File: src/rtl/mouse_cursor_overlay_pkg.sv
// Shared constants and types for the mouse cursor overlay.
package mouse_pkg;

    // Bit positions within MouseButtons
    localparam int unsigned BTN_LEFT   = 0;
    localparam int unsigned BTN_RIGHT  = 1;
    localparam int unsigned BTN_MIDDLE = 2;
    localparam int unsigned BTN_W      = 3;

    // Cursor shape codes
    typedef enum logic {
        SHAPE_SQUARE = 1'b0,
        SHAPE_CROSS  = 1'b1
    } cursor_shape_e;

    // Default visible resolution
    localparam int unsigned DEF_H_RES = 640;
    localparam int unsigned DEF_V_RES = 480;

    // Raw packet delta width, signed accumulator width, screen coordinate width
    localparam int unsigned DELTA_W = 9;
    localparam int unsigned ACC_W   = 13;
    localparam int unsigned POS_W   = 10;

    typedef logic signed [ACC_W-1:0] acc_t;

    // Sign-extend a raw packet delta into the accumulator width
    function automatic acc_t sext_delta(input logic [DELTA_W-1:0] d);
        return acc_t'($signed(d));
    endfunction

endpackage

File: src/rtl/mouse_cursor_overlay_cursor_axis_clamp.sv
// One cursor axis: accumulate a scaled signed delta and saturate to 0..MAX.
module cursor_axis_clamp
    import mouse_pkg::*;
#(
    parameter int unsigned MAX        = DEF_H_RES - 1,
    parameter int unsigned SENS_SHIFT = 0
) (
    input  logic             clk,
    input  logic             rst_n,
    input  logic             valid,
    input  acc_t             delta,
    output logic [POS_W-1:0] pos
);
    localparam logic [POS_W-1:0]        RESET_POS = POS_W'((MAX + 1) / 2);
    localparam logic [POS_W-1:0]        MAX_POS   = POS_W'(MAX);
    localparam logic signed [ACC_W:0]   MAX_S     = (ACC_W + 1)'(MAX);

    logic [POS_W-1:0]      pos_d, pos_q;
    acc_t                  gain;
    logic signed [ACC_W:0] sum;

    // Next position: one guard bit above the accumulator so neither edge can wrap
    always_comb begin
        gain  = acc_t'(delta <<< SENS_SHIFT);
        sum   = $signed({{(ACC_W + 1 - POS_W){1'b0}}, pos_q}) + (ACC_W + 1)'(gain);
        pos_d = pos_q;
        if (valid) begin
            if (sum < 0)
                pos_d = '0;
            else if (sum > MAX_S)
                pos_d = MAX_POS;
            else
                pos_d = sum[POS_W-1:0];
        end
    end

    // Position register, centred on reset
    always_ff @(posedge clk or negedge rst_n) begin
        if (!rst_n)
            pos_q <= RESET_POS;
        else
            pos_q <= pos_d;
    end

    assign pos = pos_q;
endmodule

File: src/rtl/mouse_cursor_overlay.sv
// Mouse-driven cursor position tracking and per-pixel cursor compositing.
module mouse_cursor_overlay
    import mouse_pkg::*;
#(
    parameter int unsigned H_RES        = DEF_H_RES,
    parameter int unsigned V_RES        = DEF_V_RES,
    parameter int unsigned COLOR_BITS   = 4,
    parameter int unsigned CURSOR_SIZE  = 8,
    parameter int unsigned SENS_SHIFT   = 0,
    parameter int unsigned CURSOR_SHAPE = 0
) (
    input  logic                    Clk,
    input  logic                    Reset,
    input  logic                    MouseValid,
    input  logic [DELTA_W-1:0]      MouseDx,
    input  logic [DELTA_W-1:0]      MouseDy,
    input  logic [BTN_W-1:0]        MouseButtons,
    input  logic                    PixelTick,
    input  logic                    VgaOn,
    input  logic [POS_W-1:0]        PixelX,
    input  logic [POS_W-1:0]        PixelY,
    input  logic [3*COLOR_BITS-1:0] BgRGB,
    output logic [3*COLOR_BITS-1:0] RGB,
    output logic [POS_W-1:0]        PosX,
    output logic [POS_W-1:0]        PosY
);
    localparam cursor_shape_e      SHAPE  = cursor_shape_e'(CURSOR_SHAPE[0]);
    localparam logic [POS_W:0]     CSZ    = (POS_W + 1)'(CURSOR_SIZE);
    localparam logic [POS_W-1:0]   HALF   = POS_W'(CURSOR_SIZE / 2);
    localparam logic [COLOR_BITS-1:0] FULL = '1;
    localparam logic [COLOR_BITS-1:0] NONE = '0;

    acc_t                    dx_ext, dy_neg;
    logic [POS_W-1:0]        sx_d, sx_q, sy_d, sy_q;
    logic [BTN_W-1:0]        sbtn_d, sbtn_q;
    logic                    frame_latch;
    logic [POS_W-1:0]        ox, oy;
    logic                    in_box, on_shape;
    logic [3*COLOR_BITS-1:0] cursor_rgb;
    logic [3*COLOR_BITS-1:0] rgb_d, rgb_q;

    // Packet deltas; screen Y grows downward, so the Y delta is negated
    always_comb begin
        dx_ext = sext_delta(MouseDx);
        dy_neg = -sext_delta(MouseDy);
    end

    cursor_axis_clamp #(
        .MAX        (H_RES - 1),
        .SENS_SHIFT (SENS_SHIFT)
    ) u_x_axis (
        .clk   (Clk),
        .rst_n (Reset),
        .valid (MouseValid),
        .delta (dx_ext),
        .pos   (PosX)
    );

    cursor_axis_clamp #(
        .MAX        (V_RES - 1),
        .SENS_SHIFT (SENS_SHIFT)
    ) u_y_axis (
        .clk   (Clk),
        .rst_n (Reset),
        .valid (MouseValid),
        .delta (dy_neg),
        .pos   (PosY)
    );

    // Frame shadow capture at the first pixel; the live position is still pre-update here
    always_comb begin
        frame_latch = PixelTick && (PixelX == '0) && (PixelY == '0);
        sx_d        = sx_q;
        sy_d        = sy_q;
        sbtn_d      = sbtn_q;
        if (frame_latch) begin
            sx_d   = PosX;
            sy_d   = PosY;
            sbtn_d = MouseButtons;
        end
    end

    // Cursor hit test and colour; unsigned offsets wrap large left/above the cursor
    always_comb begin
        ox       = PixelX - sx_q;
        oy       = PixelY - sy_q;
        in_box   = ({1'b0, ox} < CSZ) && ({1'b0, oy} < CSZ);
        on_shape = (SHAPE == SHAPE_CROSS) ? ((ox == HALF) || (oy == HALF)) : 1'b1;
        if (sbtn_q[BTN_LEFT])
            cursor_rgb = {FULL, NONE, NONE};
        else if (sbtn_q[BTN_RIGHT])
            cursor_rgb = {NONE, FULL, NONE};
        else if (sbtn_q[BTN_MIDDLE])
            cursor_rgb = {NONE, NONE, FULL};
        else
            cursor_rgb = {FULL, FULL, FULL};
    end

    // Composited pixel, updated only on pixel ticks
    always_comb begin
        rgb_d = rgb_q;
        if (PixelTick) begin
            if (!VgaOn)
                rgb_d = '0;
            else if (in_box && on_shape)
                rgb_d = cursor_rgb;
            else
                rgb_d = BgRGB;
        end
    end

    // Shadow and output registers
    always_ff @(posedge Clk or negedge Reset) begin
        if (!Reset) begin
            sx_q   <= POS_W'(H_RES / 2);
            sy_q   <= POS_W'(V_RES / 2);
            sbtn_q <= '0;
            rgb_q  <= '0;
        end else begin
            sx_q   <= sx_d;
            sy_q   <= sy_d;
            sbtn_q <= sbtn_d;
            rgb_q  <= rgb_d;
        end
    end

    assign RGB = rgb_q;
endmodule
File: config.mk
export PLATFORM = sky130hd
export DESIGN_NAME = mouse_cursor_overlay
export DESIGN_NICKNAME = d
export VERILOG_FILES = /design/src/rtl/mouse_cursor_overlay_pkg.sv /design/src/rtl/mouse_cursor_overlay_cursor_axis_clamp.sv /design/src/rtl/mouse_cursor_overlay.sv
export SDC_FILE = /design/constraint.sdc
export NUM_CORES = 1
export LEC_CHECK = 0
export BUFFER_PORTS_ARGS = -buffer_cell sky130_fd_sc_hd__buf_4
export CORE_UTILIZATION = 50
export CTS_CLUSTER_SIZE = 10
export DETAILED_ROUTE_END_ITERATION = 10
export PLACE_DENSITY = 0.73
export SLEW_MARGIN = 5
export SYNTH_ARGS = -nofsm -noshare
export SYNTH_HDL_FRONTEND = slang
export SYNTH_HIERARCHICAL = 1
export SYNTH_SLANG_ARGS = --single-unit
File: constraint.sdc
create_clock -name Clk -period 3.4 [get_ports Clk]
set_clock_uncertainty 0.05 [all_clocks]
set_input_delay 0.17 -clock Clk [delete_from_list [all_inputs] [get_ports Clk]]
set_output_delay 0.17 -clock Clk [all_outputs]
set_load 0.03 [all_outputs]
# --- Word level (Yosys, flattened, before mapping) ---
# Cells that the tools add are included.
op_classes:
  n_addsub: 5
  n_lt_le_gt_ge: 6
  muxes: 9
  reduce_logical: 5
ops:
  columns: ["cell", "count"]
  rows:
  - ["two-way mux 12 bit", 5]
  - ["two-way mux 10 bit", 4]
  - ["logical NOT 10 bit", 2]
  - ["< comparator 10 x 4 -> 1 bit (second input constant)", 2]
  - ["subtractor 10 bit", 2]
  - ["adder 11 x 13 -> 14 bit", 1]
  - ["> comparator 14 x 10 -> 1 bit (second input constant)", 1]
  - ["< comparator 14 x 1 -> 1 bit (second input constant)", 1]
  - ["negation 9 -> 13 bit", 1]
  - ["adder 11 x 9 -> 12 bit", 1]
  - ["> comparator 12 x 11 -> 1 bit (second input constant)", 1]
  - ["< comparator 12 x 1 -> 1 bit (second input constant)", 1]
  - ["logical AND 1 bit", 3]
word_totals:
  reg_bits: 55
  output_inout_bits: 32
  elab_cells: 31

# --- Logic depth before layout (Yosys ltp) ---
# Gate-level depths: netlist of run 1.
depth:
  word_depth: 5
  depth_mapped: 14
  mapped_depth_nobuf: 13

# --- By module ---
# Netlist of run 1, hierarchy kept.
modules_own_cells:
  columns: ["mod", "instances", "cells_per_inst", "area_each_um2", "seq_area_each_um2"]
  rows:
  - ["mouse_cursor_overlay", 1, 288, 2511.2, 883.3]
  - ["cursor_axis_clamp (u_y_axis)", 1, 115, 1079.8, 255.2]
  - ["cursor_axis_clamp (u_x_axis)", 1, 122, 1021.0, 252.7]

# --- Least setup slack after synthesis of run 1 ---
# No wires, ideal clock.
synth_path:
  path_kind: "input port to flip-flop"
  from: "in MouseDy[4]"
  to: "reg u_y_axis.pos_q[2], in the netlist u_y_axis/pos[2]"
  arrival_time_ns: 2.853
  required_time_ns: 3.283
  path_slack_ns: 0.430
  stages: 11
  n_path_buf: 1
  cell_sequence: "or4_1 nor4_1 xnor2_1 ha_1 buf_6 a21o_1 and2b_1 a21oi_1 or4b_4 o2111ai_4 o221a_1"
synth_between:
  elab_chain_cells: 5
  elab_cells_between_ends: 6
  classes_between: "add/sub: 2; order compare: 2; mux: 2"
synth_rtl:
  columns: ["item", "line_no", "text"]
  rows:
  - ["from (decl)", "mouse_cursor_overlay.sv:16", "input logic [DELTA_W-1:0] MouseDy,"]
  - ["negation 9 -> 13 bit *", "mouse_cursor_overlay.sv:45", "dy_neg = -sext_delta(MouseDy);"]
  - ["net dy_neg[7]", "mouse_cursor_overlay.sv:33", "acc_t dx_ext, dy_neg;"]
  - ["adder 11 x 13 -> 14 bit *", "mouse_cursor_overlay_cursor_axis_clamp.sv:25", "sum = $signed({{(ACC_W + 1 - POS_W){1'b0}}, pos_q}) + (ACC_W + 1)'(gain);"]
  - ["> comparator 14 x 10 -> 1 bit", "mouse_cursor_overlay_cursor_axis_clamp.sv:30", "else if (sum > MAX_S)"]
  - ["two-way mux 10 bit", "mouse_cursor_overlay_cursor_axis_clamp.sv:30", null]
  - ["two-way mux 10 bit *", "mouse_cursor_overlay_cursor_axis_clamp.sv:28", "if (sum < 0)"]
  - ["to (signal assigned)", "mouse_cursor_overlay_cursor_axis_clamp.sv:42", "pos_q <= pos_d;"]
  - ["to (decl)", "mouse_cursor_overlay_cursor_axis_clamp.sv:18", "logic [POS_W-1:0] pos_d, pos_q;"]
# Mark *: on every way through the listed nets, which the timed path passes. The rest lies on a longest branch.
# A chain may end at the register's enable or synchronous reset.

# --- Final worst setup path of run 1 ---
layout_path:
  from: "reg sy_q[1]"
  to: "reg rgb_q[9], in the netlist RGB[9]"
layout_between:
  elab_chain_cells: 5
layout_rtl:
  columns: ["item", "line_no", "text"]
  rows:
  - ["from (decl)", "mouse_cursor_overlay.sv:34", "logic [POS_W-1:0] sx_d, sx_q, sy_d, sy_q;"]
  - ["from (signal assigned)", "mouse_cursor_overlay.sv:116", "sy_q <= POS_W'(V_RES / 2);"]
  - ["from (signal assigned)", "mouse_cursor_overlay.sv:121", "sy_q <= sy_d;"]
  - ["subtractor 10 bit", "mouse_cursor_overlay.sv:86", "oy = PixelY - sy_q;"]
  - ["< comparator 10 x 4 -> 1 bit", "mouse_cursor_overlay.sv:87", "in_box = ({1'b0, ox} < CSZ) && ({1'b0, oy} < CSZ);"]
  - ["logical AND 1 bit", "mouse_cursor_overlay.sv:87", null]
  - ["two-way mux 12 bit", "mouse_cursor_overlay.sv:105", "else if (in_box && on_shape)"]
  - ["two-way mux 12 bit", "mouse_cursor_overlay.sv:103", "if (!VgaOn)"]
  - ["to (signal assigned)", "mouse_cursor_overlay.sv:123", "rgb_q <= rgb_d;"]
  - ["to (decl)", "mouse_cursor_overlay.sv:40", "logic [3*COLOR_BITS-1:0] rgb_d, rgb_q;"]
# No other way between the ends.

==> results.md, run 1 <==
- Status: finished with violations
- Violated checks: DRC
- Die outline area: 0.00961 sq mm
- Filler cells: 785
- Actual transition at the worst max-transition pin: 0.738 ns
- EDFF count, synth: 0
- Floorplan row count: 34
- Number of register bits inferred by synthesis: 55
- WL/cell: 15.9 um
- Net Sw Power: 0.809 mW
- Vias in the first global route: 4,231
- Peak supply drop: 0.231 mV
- Gr ovfl total: 0
- Hold Path Class: input pin to flop
- Biggest area consumer among synthesized cells: sky130_fd_sc_hd__dfrtp_1
- Most repeated cell in the gate-level netlist after synthesis: sky130_fd_sc_hd__inv_1
- P_int: 1.27 mW
- Biggest area contributors in the synthesized netlist: sky130_fd_sc_hd__dfrtp_1 23%, sky130_fd_sc_hd__ha_1 10%, sky130_fd_sc_hd__dfstp_2 6.8%
- Overall track demand over capacity in global routing: 0.248
- Drt first pass iters: 8
- Initial cell density of the core: 0.524
- Final GP Congestion: 0.896
- Arr. time, crit path: 3.31 ns
- Post-synthesis net count: 622
- Number of buffers created by CTS: 5
- Yosys top cell area share: 0.233
- Seq. cell area: 0.00139 sq mm
- Final number of max-transition violations: 0
- Die extent in x: 98.0 um
- Post-DR vias/cell: 5.96
- Relative area change from synthesis to final layout: 18.3%
- Asr flop ratio synth: 1.00
- Register clock-pin slew on the reported worst setup and hold paths: 0.10 ns
- Antenna violation net count after detailed routing: 0
- Final HPWL from detailed placement: 9140 um
- Violation count after the first detailed-route iteration: 226
- Clock period minus final worst setup slack: 3.18 ns
- Combined area of the multi-input logic cells: 0.00292 sq mm
- Switching share of power: 0.390
- Clock tree from TritonCTS: built
- Bufs on Longest Clock Path: 2
- Nets: 706
- Required @ worst endpoint: 3.53 ns
- Number of top-level design ports: 90
- Max cap viols: 0
- Cts repair resizes: 0
- Hold Violations, Final: 0
- Post-route total power: 2.08 mW
- Power density of the placed cells: 381 mW/mm^2
- Post-synthesis instance area: 0.00461 sq mm
- Mean post-synth cell area: 8.78 sq um
- Maximum fanout along the worst path: 5
- Number of standard cells after synthesis: 525
- Routed wire length: 11,400 um
- Number of antenna violations at the first check in global routing: 0
- Setup Crit Path Kind: flop to flop
- Most frequent cells after synthesis: 57 x sky130_fd_sc_hd__inv_1, 53 x sky130_fd_sc_hd__nand2_1, 43 x sky130_fd_sc_hd__dfrtp_1, 37 x sky130_fd_sc_hd__ha_1, 35 x sky130_fd_sc_hd__o21ai_0
- Post-route fraction of the period consumed by the critical path: 0.936
- Clock network latency to the later pin of the worst-skew pair: 0.31 ns
- Final sum of negative setup slack: 0 ns
- Combinational fraction of design power: 0.445
- Number of antenna diodes: 0
- Chip Height: 98.0 um
- Fraction of final layout cells with drive strength greater than 1: 0.241
- Ys Warns: 6
- Ys flop type: sky130_fd_sc_hd__dfrtp_1
- Sequential group share of total power: 0.375
- Clock Tree Root: sky130_fd_sc_hd__clkbuf_8
- Count of unique library cells instantiated by Yosys: 80
- Final count of negative-setup-slack endpoints: 0
- Category of the worst setup path launch point: flop
- Wire length of the first global-routing pass: 19,600 um
- Clock share of power: 0.180
- Floorplan Core Area: 0.00881 sq mm
- # DRC: 9
- H-tree depth: 2
- Largest net degree at the start of global routing: 56
- Count of input and output buffers: 89
- Maximum clock rate: 314 MHz
- Count of clock tree sinks: 55
- Register area share after synthesis: 0.302
- Critical path capture point type: flop
- Hold Worst Slack: 0.0160 ns
- Setup repair after global routing missed its margin: false
- Total leakage power: 2.55 nW
- Worst rel slew slack: 0.495
- Vias: 4,272
state kept, by name, summed over array words and instances, names as in the netlist:
| signal | cells |
|---|---|
| RGB | 12 |
| sbtn_q | 3 |
| sx_q | 10 |
| sy_q | 10 |
| u_x_axis/pos | 10 |
| u_y_axis/pos | 10 |
repair_timing:
action / 4_1_cts / 5_1_grt
hold buffers: 1 / 0
hold endpoints to repair: 43 / 0
setup buffers: 0 / 0
worst max-delay path, cell delays in order, from the launching register on:
cell,delay [ns]
sky130_fd_sc_hd__dfrtp_1,0.38
sky130_fd_sc_hd__inv_1,0.07
sky130_fd_sc_hd__ha_1,0.24
sky130_fd_sc_hd__a2111oi_0,0.67
sky130_fd_sc_hd__nor3_1,0.19
sky130_fd_sc_hd__mux2i_1,0.16
sky130_fd_sc_hd__or4_4,0.59
sky130_fd_sc_hd__o41ai_2,0.56
sky130_fd_sc_hd__o31ai_1,0.15
routing by layer:
metal / wire, um / track usage
met3: 501 / 0.0272
met5: 0 / 0
met4: 201 / 0.0711
met1: 5320 / 0.324
met2: 5420 / 0.433
cell usage in the layout (no fill, tap or decap), types with 4 or more instances in the layout:
master	count
sky130_fd_sc_hd__a21o_1	9
sky130_fd_sc_hd__o221ai_1	12
sky130_fd_sc_hd__inv_1	57
sky130_fd_sc_hd__nor3_1	8
sky130_fd_sc_hd__o21a_1	5
sky130_fd_sc_hd__nor2b_1	7
sky130_fd_sc_hd__xor2_1	10
sky130_fd_sc_hd__nand3_1	12
sky130_fd_sc_hd__buf_4	92
sky130_fd_sc_hd__o31ai_1	5
sky130_fd_sc_hd__o22ai_1	4
sky130_fd_sc_hd__a41oi_1	7
sky130_fd_sc_hd__a31o_2	4
sky130_fd_sc_hd__mux2_2	8
sky130_fd_sc_hd__ha_1	37
sky130_fd_sc_hd__o221a_1	8
sky130_fd_sc_hd__nand2_1	53
sky130_fd_sc_hd__nand2b_1	6
sky130_fd_sc_hd__o211ai_1	6
sky130_fd_sc_hd__nor4_1	8
sky130_fd_sc_hd__and3_1	9
sky130_fd_sc_hd__nor2_1	26
sky130_fd_sc_hd__xnor2_1	15
sky130_fd_sc_hd__dfrtp_1	43
sky130_fd_sc_hd__clkbuf_8	6
sky130_fd_sc_hd__o21ai_0	35
sky130_fd_sc_hd__mux2i_1	4
sky130_fd_sc_hd__a21oi_1	26
sky130_fd_sc_hd__dfstp_2	12
sky130_fd_sc_hd__a221o_1	4
power by group through the flow:
stage / Sequential, mW / Clock (mW) / Combinational [mW]
after floorplan: 0.873 / 0 / 0.549
after CTS: 0.780 / 0.388 / 0.921
final: 0.779 / 0.373 / 0.925
after global routing: 0.789 / 0.407 / 1.02
after global placement: 0.791 / 0 / 0.896
after detailed placement: 0.792 / 0 / 0.916
cell families (layout without fill, tap and decap cells):
| group | count (synthesis) | in the layout | synth area share |
|---|---|---|---|
| adders and majority gates | 39 | 39 | 0.109 |
| buffers and inverters | 73 | 157 | 0.0659 |
| and+or+nand+nor | 155 | 155 | 0.173 |
| xor gates and xnor gates | 25 | 25 | 0.0475 |
| AOI/OAI and AO/OA | 166 | 166 | 0.275 |
| DFF | 55 | 55 | 0.302 |
| muxes | 12 | 12 | 0.0282 |
final cells by class:
| type | instances | share of cell area |
|---|---|---|
| multi-input cells | 397 | 0.536 |
| flip-flops and latches | 55 | 0.255 |
| repair buffers | 93 | 0.128 |
| inverters | 57 | 0.0392 |
| well taps | 108 | 0.0248 |
| clock buffers | 6 | 0.0151 |
| clock inverters | 1 | 0.00161 |
per-stage QoR:
stage / instances / worst slack (ns) / util / cell area (sq um)
4_1_cts: 717 / 0.218 / 0.619 / 5460
2_1_floorplan: 525 / 0.430 / - / 4610
3_3_place_gp: 709 / 0.179 / 0.608 / 5350
6_report: 717 / 0.218 / 0.619 / 5460
3_5_place_dp: 709 / 0.101 / 0.608 / 5350
5_1_grt: 717 / 0.0895 / 0.619 / 5460
worst paths after layout:
| path | cells after the start | start | to | slack (ns) |
|---|---|---|---|---|
| min in group asynchronous | 2 | Reset | sy_q[1] | 0.38 |
| max in group asynchronous | 2 | Reset | u_x_axis/pos[9] | 2.45 |
| min reg2reg | 2 | RGB[8] | RGB[8] | 0.45 |
| max | 8 | sy_q[1] | RGB[9] | 0.22 |
| max reg2reg | 8 | sy_q[1] | RGB[9] | 0.22 |
| min | 3 | MouseButtons[1] | sbtn_q[1] | 0.02 |
No activity file was read; power rests on OpenSTA's default activity.
==> run 2, diff against run 1 <==
Settings changed: ABC_AREA from default to 1, PLACE_DENSITY 0.73 to 0.72.
==> run 2 against run 1 <==
The run now ends clean. Final cell count grew 51%. Routed wire length grew 11%. Synthesized cell count grew 63%. Largest power group unchanged. Highest routed layer unchanged.
==> results.md, run 2 <==
- Asr flop ratio synth: 1.00
- Yosys top cell area share: 0.219
- Drt first pass iters: 5
- Max cap viols: 0
- Setup Crit Path Kind: input pin to flop
- Required @ worst endpoint: 3.54 ns
- Filler cells: 1,035
- Worst rel slew slack: 0.539
- Number of standard cells after synthesis: 855
- Peak supply drop: 0.193 mV
- Violation count after the first detailed-route iteration: 277
- Biggest area consumer among synthesized cells: sky130_fd_sc_hd__nand2_1
- Vias in the first global route: 4,707
- DP Area: 0.00619 sq mm
- Status: complete, no violations
- Hold Worst Slack: 0.0157 ns
- Nets: 1,042
- Antenna violation net count after detailed routing: 0
- Overall track demand over capacity in global routing: 0.236
- Clock Tree Root: sky130_fd_sc_hd__clkbuf_8
- Post-synthesis net count: 952
- Cts repair resizes: 0
- WL/cell: 11.7 um
- Register-to-register path setup slack: 0.88 ns
- Top layer reached by signal wires: met4
- Relative area change from synthesis to final layout: 16.4%
- Total leakage power: 3.63 nW
- Final GP Congestion: 0.930
- Post-synthesis instance area: 0.00541 sq mm
- Number of flip-flops in the largest register: 12
- Most common cell after layout, fill and taps aside: sky130_fd_sc_hd__nand2_1
- Ys flop type: sky130_fd_sc_hd__dfrtp_1
- Die outline area: 0.0112 sq mm
- Fraction of final layout cells with drive strength greater than 1: 0.177
- # DRC: 0
- Clock network latency to the later pin of the worst-skew pair: 0.31 ns
- Mean post-synth cell area: 6.32 sq um
- Largest net degree at the start of global routing: 56
- Biggest area contributors in the synthesized netlist: sky130_fd_sc_hd__nand2_1 22%, sky130_fd_sc_hd__dfrtp_1 20%, sky130_fd_sc_hd__inv_1 12%
- Floorplan Core Area: 0.0104 sq mm
- H-tree depth: 2
- Maximum clock rate: 384 MHz
- Bufs on Longest Clock Path: 2
- Register area share after synthesis: 0.257
- Initial cell density of the core: 0.519
- Count of clock tree sinks: 55
- Detailed-route wire length on metal 1: 6400 um
- Register clock-pin slew on the reported worst setup and hold paths: 0.08 ns
- Number of buffers created by CTS: 5
- EDFF count, synth: 0
- Post-route fraction of the period consumed by the critical path: 0.767
- Floorplan row count: 37
- Post-route total power: 2.13 mW
- Category of the worst setup path launch point: input pin
- Number of antenna diodes: 0
- Clock tree from TritonCTS: built
- Vias: 5,223
- Critical path capture point type: flop
- Actual transition at the worst max-transition pin: 0.691 ns
- Final HPWL from detailed placement: 10,400 um
- Power density of the placed cells: 338 mW/mm^2
- Clock period minus final worst setup slack: 2.61 ns
- Most frequent cells after synthesis: 315 x sky130_fd_sc_hd__nand2_1, 167 x sky130_fd_sc_hd__inv_1, 56 x sky130_fd_sc_hd__nand3_1, 43 x sky130_fd_sc_hd__dfrtp_1, 42 x sky130_fd_sc_hd__nor2_1
- Final instance area: 0.00629 sq mm
- Count of input and output buffers: 89
- Die extent in x: 106 um
- Setup repair after global routing missed its margin: false
- Routed wire length: 12,700 um
- Maximum fanout along the worst path: 7
- Chip Height: 106 um
- Gr ovfl total: 0
- Arr. time, crit path: 2.75 ns
- Hold Path Class: input pin to flop
- Post-DR vias/cell: 4.83
- Final sum of negative setup slack: 0 ns
- Number of register bits inferred by synthesis: 55
- Most frequent cells in the layout: 315 x sky130_fd_sc_hd__nand2_1, 167 x sky130_fd_sc_hd__inv_1, 89 x sky130_fd_sc_hd__buf_4, 56 x sky130_fd_sc_hd__nand3_1, 43 x sky130_fd_sc_hd__dfrtp_1
- Final number of max-transition violations: 0
- Number of top-level design ports: 90
- Wire length of the first global-routing pass: 21,700 um
- Hold Violations, Final: 0
- Number of antenna violations at the first check in global routing: 0
- Most repeated cell in the gate-level netlist after synthesis: sky130_fd_sc_hd__nand2_1
- Count of unique library cells instantiated by Yosys: 43
- Ys Warns: 6
- Sum of met2 wire segment lengths after detailed routing: 5600 um
- Final count of negative-setup-slack endpoints: 0
- Detailed-routed wire length on met3: 490 um
[run 2: cell count changes after synthesis, sizes merged, moves of 13 or more]
cell / before / now
nand2: 53 / 335
inv: 57 / 172
nand3: 12 / 67
nand4: 3 / 27
nor2: 27 / 51
o221ai: 13 / 0
[run 2: per-stage QoR]
stage / utilization / setup WS, ns / cells
detailed placement: 0.594 / 0.514 / 1073
floorplan: - / 0.950 / 855
CTS: 0.604 / 0.834 / 1082
global route: 0.604 / 0.496 / 1082
global placement: 0.594 / 0.628 / 1073
finish: 0.604 / 0.793 / 1082
[run 2: path summary, 6_finish.rpt]
check | cells after the start | from | end
setup reg to reg | 13 | sy_q[5] | RGB[9]
max in group asynchronous | 2 | Reset | u_x_axis/pos[0]
hold reg to reg | 2 | sy_q[6] | sy_q[6]
hold / removal | 2 | MouseValid | u_y_axis/pos[9]
min in group asynchronous | 2 | Reset | sy_q[1]
setup / recovery | 21 | MouseDy[0] | u_y_axis/pos[3]
[run 2: area by class of cell]
cell class | instances | area (sq um) | area share
clock inverters | 1 | 8.76 | 0.00139
well taps | 136 | 170 | 0.0270
repair buffers | 90 | 678 | 0.108
inverters | 175 | 658 | 0.105
flip-flops and latches | 55 | 1390 | 0.221
clock buffers | 7 | 86.3 | 0.0137
multi-input cells | 618 | 3300 | 0.524
[run 2: kinds of logic (layout without fill, tap and decap cells)]
logic type      after synthesis  count (layout)  share of synthesized area
compound gates               60              60                     0.0623
xor+xnor                     19              19                     0.0308
fa+ha+maj                    39              39                     0.0930
buf+inv                     182             273                      0.133
flops                        55              55                      0.257
simple gates                500             500                      0.424
[run 2: where the power goes]
part / total (mW) / internal (mW) / switching, mW / leakage [nW]
combinational: 0.984 / 0.362 / 0.622 / 2.89
clock: 0.381 / 0.167 / 0.213 / 0.0484
sequential: 0.761 / 0.705 / 0.0560 / 0.693
[run 2: worst max-delay path: stages]
cell,delay [ns]
sky130_fd_sc_hd__buf_4,0.12
sky130_fd_sc_hd__inv_1,0.05
sky130_fd_sc_hd__ha_1,0.17
sky130_fd_sc_hd__nand2_1,0.09
sky130_fd_sc_hd__nor2_1,0.09
sky130_fd_sc_hd__nand2_1,0.08
sky130_fd_sc_hd__nor3_1,0.33
sky130_fd_sc_hd__xnor2_1,0.12
sky130_fd_sc_hd__ha_1,0.36
sky130_fd_sc_hd__nand2_1,0.13
sky130_fd_sc_hd__inv_1,0.05
sky130_fd_sc_hd__a21oi_1,0.18
sky130_fd_sc_hd__nand3_1,0.10
sky130_fd_sc_hd__nand2_1,0.08
sky130_fd_sc_hd__nand3_2,0.09
sky130_fd_sc_hd__nor2_4,0.14
sky130_fd_sc_hd__nand3_4,0.13
sky130_fd_sc_hd__nand2_4,0.09
sky130_fd_sc_hd__nand2_1,0.05
sky130_fd_sc_hd__nand2_1,0.07
sky130_fd_sc_hd__nand2_1,0.05
[run 2: timing repair]
item | CTS | global route
buffers inserted | 0 | 0
hold endpoints to repair | 43 | 0
endpoints found under the setup margin | 0 | 0
hold buffers | 1 | 0
[run 2: per-layer routing]
metal,vias to the layer above,global-route usage
met3,16,0.0270
met2,107,0.381
met4,0,0.0546
met5,-,0
met1,2261,0.336
li1,2839,-
==> run 3, diff against run 2 <==
Settings changed: ABC_AREA 1 to 0, PLACE_DENSITY 0.72 to 0.76.
Clock period 3.4 ns to 2.2 ns, I/O delays scaled along.
==> run 3 against run 2 <==
The run now ends with DRC, setup timing left. Largest power group unchanged. First-iteration DRC count fell by 13%. Highest routed layer unchanged. Utilization rose by 21 points. Clock power rose by 52%. Routed wire length rose by 13%. Worst hold slack improved by 0.036 ns. Count of clock-buffer cells in the layout fell by 2. Largest cell class unchanged. Sequential power rose by 55%. Register-to-register slack got worse by 1.7 ns. Critical path depth fell by 12. Sequential share of layout area fell by 2.7 points. Flip-flop and latch count did not move.
==> results.md, run 3 (synthesis gave the netlist of run 1 again) <==
- Status: finished with violations
- Violated checks: DRC, setup timing
- Net Sw Power: 1.55 mW
- Nets: 861
- Instance count after placement with tap cells included: 844
- Most frequent cells in the layout: 239 x sky130_fd_sc_hd__buf_4, 55 x sky130_fd_sc_hd__inv_1, 50 x sky130_fd_sc_hd__nand2_1, 40 x sky130_fd_sc_hd__dfrtp_1, 30 x sky130_fd_sc_hd__o21ai_0
- Clock tree from TritonCTS: built
- Count of clock tree sinks: 55
- Maximum clock rate: 332 MHz
- Filler cells: 568
- Die outline area: 0.00961 sq mm
- Wire length of the first global-routing pass: 23,300 um
- Power density of the placed cells: 550 mW/mm^2
- Die extent in x: 98.0 um
- Max cap viols: 0
- Setup Crit Path Kind: flop to flop
- WL/cell: 16.4 um
- Bufs on Longest Clock Path: 2
- Relative area change from synthesis to final layout: 55.8%
- Largest net degree at the start of global routing: 56
- Actual transition at the worst max-transition pin: 0.685 ns
- Final count of negative-setup-slack endpoints: 31
- Number of buffers created by CTS: 5
- Final number of max-transition violations: 0
- Clock Tree Root: sky130_fd_sc_hd__clkbuf_8
- Total leakage power: 3.41 nW
- # DRC: 12
- Arr. time, crit path: 3.17 ns
- Most common cell after layout, fill and taps aside: sky130_fd_sc_hd__buf_4
- Peak supply drop: 0.384 mV
- Register-to-register path setup slack: -0.81 ns
- Switching share of power: 0.392
- H-tree depth: 2
- Number of flip-flops in the largest register: 12
- Hold Path Class: input pin to flop
- Number of antenna diodes: 0
- Routed wire length: 14,400 um
- Worst rel slew slack: 0.543
- Floorplan Core Area: 0.00881 sq mm
- Post-Place Setup Slack: -0.901 ns
- Final GP Congestion: 0.891
- Final HPWL from detailed placement: 10,500 um
- Clock share of power: 0.146
- Overall track demand over capacity in global routing: 0.299
- Combinational fraction of design power: 0.555
- Post-DR vias/cell: 5.76
- Number of top-level design ports: 90
- Hold Violations, Final: 0
- Drt first pass iters: 8
- Number of antenna violations at the first check in global routing: 0
- Required @ worst endpoint: 2.36 ns
- Vias: 5,032
- Register clock-pin slew on the reported worst setup and hold paths: 0.11 ns
- Maximum fanout along the worst path: 4
- Chip Height: 98.0 um
- Initial cell density of the core: 0.524
- Critical path capture point type: flop
- Sequential group share of total power: 0.299
- P_int: 2.40 mW
- Post-route fraction of the period consumed by the critical path: 1.37
- Antenna violation net count after detailed routing: 0
- Category of the worst setup path launch point: flop
- Floorplan row count: 34
- Violation count after the first detailed-route iteration: 241
- Final cell count without fillers: 873
- Clock network latency to the later pin of the worst-skew pair: 0.31 ns
- Setup repair after global routing missed its margin: true
- Fraction of final layout cells with drive strength greater than 1: 0.492
- Vias in the first global route: 4,985
- Gr ovfl total: 0
- Worst Setup Slack, final: -0.808 ns
- Clock period minus final worst setup slack: 3.01 ns
- Count of input and output buffers: 89
## run 3: cell type report
type,instances,area [sq um],share of cell area
Multi-Input combinational cell,397,3450,0.481
Timing Repair Buffer,248,1900,0.264
Sequential cell,55,1400,0.194
Inverter,57,214,0.0298
Tap cell,108,135,0.0188
Clock buffer,5,68.8,0.00958
Clock inverter,3,18.8,0.00261
## run 3: critical path, cell delays in order, from the launching register on
cell                      delay (ns)
sky130_fd_sc_hd__dfstp_2        0.54
sky130_fd_sc_hd__inv_2          0.05
sky130_fd_sc_hd__ha_4           0.27
sky130_fd_sc_hd__o21a_1         0.14
sky130_fd_sc_hd__nor3_2         0.06
sky130_fd_sc_hd__a311o_1        0.31
sky130_fd_sc_hd__or3_1          0.31
sky130_fd_sc_hd__or4_4          0.46
sky130_fd_sc_hd__or3_4          0.41
sky130_fd_sc_hd__a221o_1        0.31
## run 3: through the flow
step                      power (mW)  utilization  hold WS (ns)  setup TNS, ns  instance area [sq um]
after floorplan                 2.26            -        -0.236         -14.60                   4750
after global placement          3.01        0.738         0.137         -18.44                   6500
after detailed placement        3.06        0.738         0.152         -19.95                   6500
after CTS                       3.81        0.795        0.0499         -15.29                   7000
after global routing            4.16        0.816        0.0677         -18.89                   7180
final                           3.95        0.816        0.0512         -16.48                   7180
## run 3: timing repair
item | 4_1_cts | 5_1_grt
hold endpoints to repair | 46 | 0
endpoints found under the setup margin | 31 | 31
setup buffers | 13 | 5
hold buffers | 4 | 0
gates resized for setup | 52 | 25
pin swaps | 35 | 23
## run 3: path summary, 6_finish.rpt
| check | to | cells after the start | start |
|---|---|---|---|
| worst max register to register | RGB[0] | 9 | sx_q[8] |
| min in group asynchronous | RGB[0] | 2 | Reset |
| worst min-delay path | RGB[7] | 3 | BgRGB[7] |
| max in group asynchronous | u_x_axis/pos[2] | 2 | Reset |
| worst min register to register | RGB[11] | 2 | RGB[11] |
| worst max-delay path | RGB[0] | 9 | sx_q[8] |
## run 3: per-layer routing
metal  GRT usage  wire length [um]  vias up
li1            -                 -     2428
met1       0.400              6400     2426
met2       0.520              6950      150
met3      0.0251               707       28
met4      0.0781               300        0
met5           0                 0        -
## run 3: power by group through the flow
stage,registers (mW),clock network [mW],logic [mW]
3_5_place_dp,1.19,0,1.86
2_1_floorplan,1.36,0,0.899
6_report,1.18,0.578,2.19
5_1_grt,1.19,0.617,2.36
4_1_cts,1.17,0.580,2.06
3_3_place_gp,1.19,0,1.82
